File: src/rtl/ntt_stage_sequencer_if.sv
// Control bundle between the NTT stage sequencer and the datapath that consumes
// its read/write addresses.
interface ntt_stage_sequencer_if #(
    parameter int unsigned LOGN = 3
);
    localparam int unsigned SW = ($clog2(LOGN) > 1) ? $clog2(LOGN) : 1;

    logic            start;
    logic            rd_en;
    logic [LOGN-1:0] rd_addr_a;
    logic [LOGN-1:0] rd_addr_b;
    logic [LOGN-2:0] tw_addr;
    logic [SW-1:0]   stage_idx;
    logic            wr_en;
    logic [LOGN-1:0] wr_addr_a;
    logic [LOGN-1:0] wr_addr_b;
    logic            busy;
    logic            done;

    modport master (
        input  start,
        output rd_en, rd_addr_a, rd_addr_b, tw_addr, stage_idx,
        output wr_en, wr_addr_a, wr_addr_b, busy, done
    );

    modport slave (
        output start,
        input  rd_en, rd_addr_a, rd_addr_b, tw_addr, stage_idx,
        input  wr_en, wr_addr_a, wr_addr_b, busy, done
    );
endinterface

File: src/rtl/ntt_stage_sequencer.sv
// Stage/butterfly sequencer for an in-place radix-2 DIF NTT: issues read and twiddle
// addresses one butterfly per cycle and replays them LAT cycles later as write-backs.
module ntt_stage_sequencer #(
    parameter int unsigned LOGN = 3,
    parameter int unsigned LAT  = 4
) (
    input  logic                  clk,
    input  logic                  reset,
    ntt_stage_sequencer_if.master bus
);
    localparam int unsigned SW = ($clog2(LOGN) > 1) ? $clog2(LOGN) : 1;
    localparam int unsigned CW = ($clog2(LAT) > 1) ? $clog2(LAT) : 1;
    localparam int unsigned JW = LOGN - 1;

    localparam logic [JW-1:0]   J_LAST   = '1;
    localparam logic [JW-1:0]   J_ONE    = JW'(1);
    localparam logic [SW-1:0]   S_LAST   = SW'(LOGN - 1);
    localparam logic [SW-1:0]   S_ONE    = SW'(1);
    localparam logic [CW-1:0]   CNT_LAST = CW'(LAT - 1);
    localparam logic [CW-1:0]   CNT_ONE  = CW'(1);
    localparam logic [LOGN-1:0] A_ONE    = LOGN'(1);
    localparam logic [JW-1:0]   TW_ONE   = JW'(1);

    typedef enum logic [1:0] {StIdle, StRun, StDrain, StDone} state_e;

    // Upper address: butterfly index j with a zero bit inserted at position LOGN-1-s.
    function automatic logic [LOGN-1:0] f_addr_a(input logic [JW-1:0] j, input logic [SW-1:0] s);
        int unsigned     b;
        logic [LOGN-1:0] j_ext;
        logic [LOGN-1:0] mask;
        b     = LOGN - 1 - 32'(s);
        j_ext = {1'b0, j};
        mask  = (A_ONE << b) - A_ONE;
        return ((j_ext & ~mask) << 1) | (j_ext & mask);
    endfunction

    function automatic logic [LOGN-1:0] f_span(input logic [SW-1:0] s);
        return A_ONE << (LOGN - 1 - 32'(s));
    endfunction

    function automatic logic [JW-1:0] f_tw(input logic [JW-1:0] j, input logic [SW-1:0] s);
        logic [JW-1:0] mask;
        mask = (TW_ONE << (LOGN - 1 - 32'(s))) - TW_ONE;
        return (j & mask) << s;
    endfunction

    state_e          r_state, w_state_d;
    logic [SW-1:0]   r_s, w_s_d;
    logic [JW-1:0]   r_j, w_j_d;
    logic [CW-1:0]   r_cnt, w_cnt_d;

    logic            r_rd_en, w_rd_en_d;
    logic [LOGN-1:0] r_rd_addr_a, w_rd_addr_a_d;
    logic [LOGN-1:0] r_rd_addr_b, w_rd_addr_b_d;
    logic [JW-1:0]   r_tw_addr, w_tw_addr_d;
    logic [SW-1:0]   r_stage_idx, w_stage_idx_d;
    logic            r_busy, w_busy_d;
    logic            r_done, w_done_d;

    logic            r_dl_en [LAT];
    logic [LOGN-1:0] r_dl_a  [LAT];
    logic [LOGN-1:0] r_dl_b  [LAT];

    always_comb begin
        w_state_d = r_state;
        w_s_d     = r_s;
        w_j_d     = r_j;
        w_cnt_d   = r_cnt;
        unique case (r_state)
            StIdle: begin
                if (bus.start) begin
                    w_state_d = StRun;
                    w_s_d     = '0;
                    w_j_d     = '0;
                end
            end
            StRun: begin
                if (r_j == J_LAST) begin
                    w_state_d = StDrain;
                    w_cnt_d   = '0;
                end else begin
                    w_j_d = r_j + J_ONE;
                end
            end
            StDrain: begin
                if (r_cnt == CNT_LAST) begin
                    if (r_s == S_LAST) begin
                        w_state_d = StDone;
                    end else begin
                        w_state_d = StRun;
                        w_s_d     = r_s + S_ONE;
                        w_j_d     = '0;
                    end
                end else begin
                    w_cnt_d = r_cnt + CNT_ONE;
                end
            end
            StDone:  w_state_d = StIdle;
            default: w_state_d = StIdle;
        endcase
    end

    // Outputs are decoded from next state so every port comes straight from a flop.
    always_comb begin
        w_rd_en_d     = (w_state_d == StRun);
        w_busy_d      = (w_state_d == StRun) || (w_state_d == StDrain);
        w_done_d      = (w_state_d == StDone);
        w_stage_idx_d = w_busy_d ? w_s_d : '0;
        w_rd_addr_a_d = r_rd_addr_a;
        w_rd_addr_b_d = r_rd_addr_b;
        w_tw_addr_d   = r_tw_addr;
        if (w_rd_en_d) begin
            w_rd_addr_a_d = f_addr_a(w_j_d, w_s_d);
            w_rd_addr_b_d = f_addr_a(w_j_d, w_s_d) | f_span(w_s_d);
            w_tw_addr_d   = f_tw(w_j_d, w_s_d);
        end
    end

    always_ff @(posedge clk or posedge reset) begin
        if (reset) begin
            r_state     <= StIdle;
            r_s         <= '0;
            r_j         <= '0;
            r_cnt       <= '0;
            r_rd_en     <= 1'b0;
            r_rd_addr_a <= '0;
            r_rd_addr_b <= '0;
            r_tw_addr   <= '0;
            r_stage_idx <= '0;
            r_busy      <= 1'b0;
            r_done      <= 1'b0;
        end else begin
            r_state     <= w_state_d;
            r_s         <= w_s_d;
            r_j         <= w_j_d;
            r_cnt       <= w_cnt_d;
            r_rd_en     <= w_rd_en_d;
            r_rd_addr_a <= w_rd_addr_a_d;
            r_rd_addr_b <= w_rd_addr_b_d;
            r_tw_addr   <= w_tw_addr_d;
            r_stage_idx <= w_stage_idx_d;
            r_busy      <= w_busy_d;
            r_done      <= w_done_d;
        end
    end

    // Write-back delay line; cleared on reset so no stale write survives an abort.
    always_ff @(posedge clk or posedge reset) begin
        if (reset) begin
            for (int i = 0; i < int'(LAT); i++) begin
                r_dl_en[i] <= 1'b0;
                r_dl_a[i]  <= '0;
                r_dl_b[i]  <= '0;
            end
        end else begin
            r_dl_en[0] <= r_rd_en;
            r_dl_a[0]  <= r_rd_addr_a;
            r_dl_b[0]  <= r_rd_addr_b;
            for (int i = 1; i < int'(LAT); i++) begin
                r_dl_en[i] <= r_dl_en[i-1];
                r_dl_a[i]  <= r_dl_a[i-1];
                r_dl_b[i]  <= r_dl_b[i-1];
            end
        end
    end

    assign bus.rd_en     = r_rd_en;
    assign bus.rd_addr_a = r_rd_addr_a;
    assign bus.rd_addr_b = r_rd_addr_b;
    assign bus.tw_addr   = r_tw_addr;
    assign bus.stage_idx = r_stage_idx;
    assign bus.busy      = r_busy;
    assign bus.done      = r_done;
    assign bus.wr_en     = r_dl_en[LAT-1];
    assign bus.wr_addr_a = r_dl_a[LAT-1];
    assign bus.wr_addr_b = r_dl_b[LAT-1];
endmodule
File: src/flat_wrapper.sv
// flat-port wrapper written by rule: the top's interface ports become plain ports
module ntt_stage_sequencer_flat 
#(
    parameter int unsigned LOGN = 3,
    parameter int unsigned LAT  = 4
)
  (clk, reset, bus_start, bus_rd_en, bus_rd_addr_a, bus_rd_addr_b, bus_tw_addr, bus_stage_idx, bus_wr_en, bus_wr_addr_a, bus_wr_addr_b, bus_busy, bus_done);
  ntt_stage_sequencer_if #(.LOGN(LOGN)) bus_i ();
  input  logic clk;
  input  logic reset;
  input wire logic [$bits(bus_i.start)-1:0] bus_start;
  output wire logic [$bits(bus_i.rd_en)-1:0] bus_rd_en;
  output wire logic [$bits(bus_i.rd_addr_a)-1:0] bus_rd_addr_a;
  output wire logic [$bits(bus_i.rd_addr_b)-1:0] bus_rd_addr_b;
  output wire logic [$bits(bus_i.tw_addr)-1:0] bus_tw_addr;
  output wire logic [$bits(bus_i.stage_idx)-1:0] bus_stage_idx;
  output wire logic [$bits(bus_i.wr_en)-1:0] bus_wr_en;
  output wire logic [$bits(bus_i.wr_addr_a)-1:0] bus_wr_addr_a;
  output wire logic [$bits(bus_i.wr_addr_b)-1:0] bus_wr_addr_b;
  output wire logic [$bits(bus_i.busy)-1:0] bus_busy;
  output wire logic [$bits(bus_i.done)-1:0] bus_done;
  assign bus_i.start = bus_start;
  assign bus_rd_en = bus_i.rd_en;
  assign bus_rd_addr_a = bus_i.rd_addr_a;
  assign bus_rd_addr_b = bus_i.rd_addr_b;
  assign bus_tw_addr = bus_i.tw_addr;
  assign bus_stage_idx = bus_i.stage_idx;
  assign bus_wr_en = bus_i.wr_en;
  assign bus_wr_addr_a = bus_i.wr_addr_a;
  assign bus_wr_addr_b = bus_i.wr_addr_b;
  assign bus_busy = bus_i.busy;
  assign bus_done = bus_i.done;
  ntt_stage_sequencer #(.LOGN(LOGN), .LAT(LAT)) u_core (.clk(clk), .reset(reset), .bus(bus_i));
endmodule
File: config.mk
export PLATFORM = sky130hd
export DESIGN_NAME = ntt_stage_sequencer_flat
export DESIGN_NICKNAME = d
export VERILOG_FILES = /design/src/rtl/ntt_stage_sequencer_if.sv /design/src/rtl/ntt_stage_sequencer.sv /design/src/flat_wrapper.sv
export SDC_FILE = /design/constraint.sdc
export NUM_CORES = 1
export LEC_CHECK = 0
export CAP_MARGIN = 20
export CORE_ASPECT_RATIO = 1.4
export CORE_MARGIN = 5
export CORE_UTILIZATION = 47
export DETAILED_ROUTE_END_ITERATION = 8
export PLACE_DENSITY = 0.67
export SLEW_MARGIN = 25
export SYNTH_ARGS = -nofsm -noshare
export SYNTH_HDL_FRONTEND = slang
export SYNTH_SLANG_ARGS = --single-unit
File: constraint.sdc
create_clock -name clk -period 6.3 [get_ports clk]
set_input_delay 1.26 -clock clk [delete_from_list [all_inputs] [get_ports clk]]
set_output_delay 1.26 -clock clk [all_outputs]
set_load 0.02 [all_outputs]
# Yosys cells after proc, flatten, opt, wreduce, memory -nomap -nowiden

Cells that the tools add are included.
Widths: inputs -> output; s select.

Multiplexer cells: 18
Bitwise logic cells: 6
Add/sub/neg operators: 6
Eq/ne operators: 11
Reductions and logical operators: 4
Shift operators: 3

Operators with widths:

| operator             | count |
|---|---|
| $shl 1x32->2 const A | 1 |
| $shl 1x32->3 const A | 1 |
| $mux 2               | 14 |
| $eq 2x2->1 const B   | 7 |
| $pmux 2 s2           | 2 |
| $pmux 2 s4           | 1 |
| $add 2x1->2 const B  | 3 |
| $or 3x3->3           | 2 |
| $pmux 2 s3           | 1 |
| $and 2x2->2          | 2 |
| $eq 2x1->1 const B   | 2 |
| $and 2x3->3          | 1 |
| $reduce_and 3->1     | 1 |
| $sub 2x2->3 const A  | 1 |
| $sub 3x1->3 const B  | 1 |
| $logic_not 2->1      | 1 |
| $ne 2x1->1 const B   | 1 |
| $ne 2x2->1 const B   | 1 |
| $not 2->2            | 1 |
| $reduce_bool 2->1    | 1 |
| $shl 2x2->2          | 1 |
| $sub 2x1->2 const B  | 1 |
| $logic_or 1x1->1     | 1 |

Register bits: 49
Word-level logic and storage cells: 71
Output and inout port bits: 20
Input bits: 3

# Depth between registers and ports, before layout

Depth after elaboration: 11
Mapped depth: 11
Gate-level depth less buffers: 10

# Worst setup path before layout

Ideal clock, no wire load.

Path type: input port to flip-flop
Start point: input port bus_start
End point: register u_core.r_rd_addr_b[2], in the netlist u_core.bus.rd_addr_b[2]
Arrival time: 2454 ps
Required time: 6223 ps
Library setup time: 77 ps
Slack: 3768 ps
Stages: 7
Path buffers: 0
Path through: mux2i_1 > a22oi_1 > inv_1 > ha_1 > nor3_1 > nor2_1 > a21oi_1

Longest elaborated chain between the ends: 9
Elaborated cells on any way between the ends: 15
Classes of those cells: add/sub (2); eq/ne (1); shift (1); mux (6); bitwise (5)

RTL lines:

| element                | line                                                 | source |
|---|---|---|
| start: declaration     | flat_wrapper.sv:11                                   | `input wire logic [$bits(bus_i.start)-1:0] bus_start;` |
| $mux 2 (*)             | ntt_stage_sequencer.sv:71                            | `if (bus.start) begin` |
| $pmux 2 s2 (*)         | ntt_stage_sequencer.sv:69                            | `unique case (r_state)` |
| net u_core.w_s_d[1]    | ntt_stage_sequencer.sv:48                            | `logic [SW-1:0] r_s, w_s_d;` |
| $sub 2x2->3 (*)        | ntt_stage_sequencer.sv:31, ntt_stage_sequencer.sv:38 |  |
| $shl 1x32->3 (*)       | ntt_stage_sequencer.sv:33, ntt_stage_sequencer.sv:38 |  |
| $sub 3x1->3            | ntt_stage_sequencer.sv:33                            | `mask = (A_ONE << b) - A_ONE;` |
| $not 2->2              | ntt_stage_sequencer.sv:34                            | `return ((j_ext & ~mask) << 1) \| (j_ext & mask);` |
| $and 2x2->2            | ntt_stage_sequencer.sv:34                            |  |
| $or 3x3->3             | ntt_stage_sequencer.sv:34                            |  |
| $or 3x3->3 (*)         | ntt_stage_sequencer.sv:114                           | `w_rd_addr_b_d = f_addr_a(w_j_d, w_s_d) \| f_span(w_s_d);` |
| end signal: assignment | ntt_stage_sequencer.sv:139                           | `r_rd_addr_b <= w_rd_addr_b_d;` |
| end: declaration       | ntt_stage_sequencer.sv:54                            | `logic [LOGN-1:0] r_rd_addr_b, w_rd_addr_b_d;` |

The timed path passes the listed nets; every way through them passes the cells marked *.
A chain may end at the register's enable or synchronous reset.

# Worst setup path in the final report

Ends and elaborated chain as after synthesis.

==> results.py <==
metrics = {
    "status": {
        "outcome": "completed",
    },
    "clocking": {
        "total_of_hold_buffers_inserted_after_clock_tree_synthesis": 0,
        "cts-buffers-inserted": 5,
        "cts_setup_buffers": 0,
        "clock_tree.root_cell": "sky130_fd_sc_hd__clkbuf_8",
        "cts.sink_count": 49,
        "cts_buffer_depth": 2,
        "cts_resized": 0,
        "clk_pin_slew_worst_paths_ps": 90,
        "tritoncts": "built",
        "cts-htree-levels": 2,
        "clock_latency_at_the_later_pin_of_the_worst_skew_pair_ps": 290,
    },
    "timing": {
        "slew_violations": 0,
        "period_needed_ps": 3070,
        "slew_headroom": 0.473,
        "timing_hold_violations_final": 0,
        "post-route-period-util": 0.487,
        "max_slew.worst_pin.slew_ps": 789,
        "fin_setup_tns_ps": 0,
        "report.final.setup_viol": 0,
        "rsz0062_at_grt": "false",
        "layout_setup_ws_ps": 3230,
        "max_freq_mhz": 326,
        "finClkSkew_ps": 4.48,
    },
    "placement": {
        "dpl_worst_slack_ps": 2900,
        "numPortBuffers": 22,
        "total_half_perimeter_wirelength_after_legalization_and_detailed_placement_um": 2110,
        "place_congestion": 0.870,
    },
    "worst_setup_path": {
        "crit_slowest_cell": "sky130_fd_sc_hd__clkdlybuf4s50_1",
        "r2r_setup_slack_ps": 3780,
        "cp.required_ps": 6530,
        "setup.worst_path.class": "input port to register",
        "cp_slowest_stage_delay_ps": 540,
        "worst-r2r-cell-count": 9,
        "timing.critical_path.max_delay_family": "buffers and inverters",
        "number_of_buffer_and_inverter_stages_on_the_critical_path": 2,
        "arrival_ps": 3290,
        "critical_path.max_fanout": 6,
        "critPathCaptureType": "register",
        "reg2reg_to": "u_core.bus.rd_addr_b[2]",
        "startpoint_type": "input port",
        "crit-reg2reg-launch": "u_core.r_state[0]",
        "critical_path.cell_chain": "clkdlybuf4s50_1 > mux2i_1 > a22oi_1 > inv_1 > ha_1 > nor3_1 > nor2_1 > a21oi_1",
    },
    "detailed_routing": {
        "routed-via-count": 1051,
        "drt-total-wl_um": 2910,
        "routedWlPerCell_um": 14.1,
        "routed-wl-met2_um": 1480,
        "detail_route.vias_per_cell": 5.08,
        "drt_first_pass_iters": 4,
        "first_iter_violations": 13,
        "postRouteAntennaNets": 0,
        "post-route-drc-count": 0,
        "drt-met1-wl_um": 1230,
        "wl_met3_um": 153,
        "topRoutingLayerUsed": "met4",
    },
    "final_layout": {
        "drive_above_1_share": 0.110,
        "design.final.nets": 178,
        "nFillCells": 332,
        "flow.area_growth_from_synthesis_pct": 16.2,
        "final_core_util": 0.561,
        "diodes": 0,
        "mostFrequentLayoutCell": "sky130_fd_sc_hd__dfrtp_1",
        "most_frequent_cells_in_the_layout": "sky130_fd_sc_hd__dfrtp_1 (49), sky130_fd_sc_hd__clkdlybuf4s50_1 (22), sky130_fd_sc_hd__nor2_1 (14)",
    },
    "yosys": {
        "syn_inst": 143,
        "ys.warnings.count": 0,
        "synth.yosys.seq_area_share": 0.654,
        "synthesis.area_per_instance_sq_um": 13.1,
        "netlist_area_sq_um": 1870,
        "ys_seq_elements": 49,
        "syn-num-nets": 158,
        "ys_types": 30,
    },
    "worst_hold_path": {
        "holdCritPathClass": "register to register",
        "worst_hold_startpoint": "u_core.r_dl_a[5]",
        "worstHoldPathCells": 0,
        "whs_endpoint": "u_core.bus.wr_addr_a[2]",
    },
    "floorplan": {
        "die-height_um": 84.7,
        "dieWidth_um": 63.4,
        "start_util": 0.482,
        "placementRows": 27,
        "design.die.area_sq_um": 5370,
        "placeableCoreArea_sq_um": 3880,
        "pin_count": 23,
    },
    "power_and_ir_drop": {
        "cellPowerDensity_nw_per_um2": 480,
        "sum_of_internal_switching_and_leakage_power_mw": 1.05,
        "vdd_drop_max_mv": 0.318,
        "p_leak_nw": 1.01,
    },
    "grt": {
        "gr-usage-all-layers": 0.124,
        "antenna_found_initial": 0,
        "first_pass_grt_wire_length_um": 5280,
        "first_global_vias": 1143,
        "grt_start_max_net_pins": 50,
        "grt_remaining_overflow": 0,
    },
    "run": {
        "max_cap_viol_count": 0,
    },
}
-- worst register-to-register path, cell delays in order, from the launching register on --
cell                      delay, ps
sky130_fd_sc_hd__dfrtp_1        440
sky130_fd_sc_hd__inv_1          120
sky130_fd_sc_hd__ha_1           370
sky130_fd_sc_hd__mux2i_1        170
sky130_fd_sc_hd__a22oi_1        440
sky130_fd_sc_hd__inv_1          130
sky130_fd_sc_hd__ha_1           340
sky130_fd_sc_hd__nor3_1         260
sky130_fd_sc_hd__nor2_1          70
sky130_fd_sc_hd__a21oi_1        130
-- worst max path at each step --
stage,from,endpoint,depth (start not counted)
3_5_place_dp,bus_start,u_core.bus.rd_addr_b[2],8
2_1_floorplan,bus_start,u_core.bus.rd_addr_b[2],7
6_report,bus_start,u_core.bus.rd_addr_b[2],8
5_1_grt,bus_start,u_core.bus.rd_addr_b[2],8
4_1_cts,bus_start,u_core.bus.rd_addr_b[2],8
3_3_place_gp,bus_start,u_core.bus.rd_addr_b[2],8
-- flip-flops by register name (all words and copies together) (netlist names) --
register and count:
u_core.r_s 2, u_core.bus.tw_addr 2, u_core.r_dl_b 9, u_core.bus.wr_addr_b 3
u_core.bus.stage_idx 2, u_core.r_j 2, u_core.bus.wr_en 1, u_core.bus.done 1
u_core.r_dl_a 9, u_core.bus.rd_en 1, u_core.bus.busy 1, u_core.r_cnt 2
u_core.r_state 2, u_core.bus.wr_addr_a 3, u_core.r_dl_en 3, u_core.bus.rd_addr_b 3
u_core.bus.rd_addr_a 3
-- through the flow --
stage          instance area, sq um  hold slack [ps]  instances
6_report                       2180              352        207
3_5_place_dp                   2090              335        199
4_1_cts                        2180              354        207
5_1_grt                        2180              352        207
3_3_place_gp                   2090              331        199
2_1_floorplan                  1870              331        143
-- cell usage after synthesis (all sizes together) --
| cell | count | area share |
|---|---|---|
| mux2 | 3 | 0.020 |
| a22o | 3 | 0.019 |
| clkbuf | 1 | 0.0020 |
| o21ai | 7 | 0.019 |
| mux2i | 1 | 0.0053 |
| or2 | 1 | 0.0033 |
| a21oi | 5 | 0.013 |
| nor3 | 1 | 0.0027 |
| buf | 8 | 0.029 |
| nand2b | 1 | 0.0073 |
| a22oi | 3 | 0.015 |
| a41o | 1 | 0.0053 |
| a31oi | 3 | 0.010 |
| ha | 12 | 0.080 |
| a211o | 1 | 0.0047 |
| and2 | 1 | 0.0033 |
| nand2 | 10 | 0.020 |
| inv | 11 | 0.022 |
| a2111oi | 1 | 0.0080 |
| o22ai | 1 | 0.0033 |
| nor2b | 3 | 0.018 |
| a32oi | 1 | 0.0047 |
| nand3 | 1 | 0.0027 |
| nor2 | 14 | 0.028 |
| dfrtp | 49 | 0.65 |
-- routing by layer --
metal | track usage | up-vias
met2 | 0.195 | 26
met3 | 0.0442 | 6
li1 | - | 507
met5 | 0 | -
met1 | 0.152 | 512
met4 | 0.0548 | 0
-- layout make-up --
class	count	area [sq um]	area share
clock buffers	6	72.6	0.0333
flip-flops and latches	49	1230	0.563
well taps	43	53.8	0.0247
clock inverters	2	15.0	0.00689
repair buffers	22	220	0.101
multi-input cells	74	548	0.252
inverters	11	42.5	0.0195
-- power breakdown --
part           internal (mW)  switching, mW  leakage [nW]
Combinational          0.182          0.221         0.372
Clock                 0.0782         0.0961        0.0374
Sequential             0.421         0.0468         0.598
Total                  0.682          0.364          1.01
-- cells by family after synthesis --
group           count (synthesis)  share of synthesized area
simple gates                   32                     0.0855
fa+ha+maj                      12                     0.0801
flops                          49                      0.654
compound gates                 26                      0.101
buf+inv                        20                     0.0534
mux                             4                     0.0254
Power figures use the tool's default switching activity.
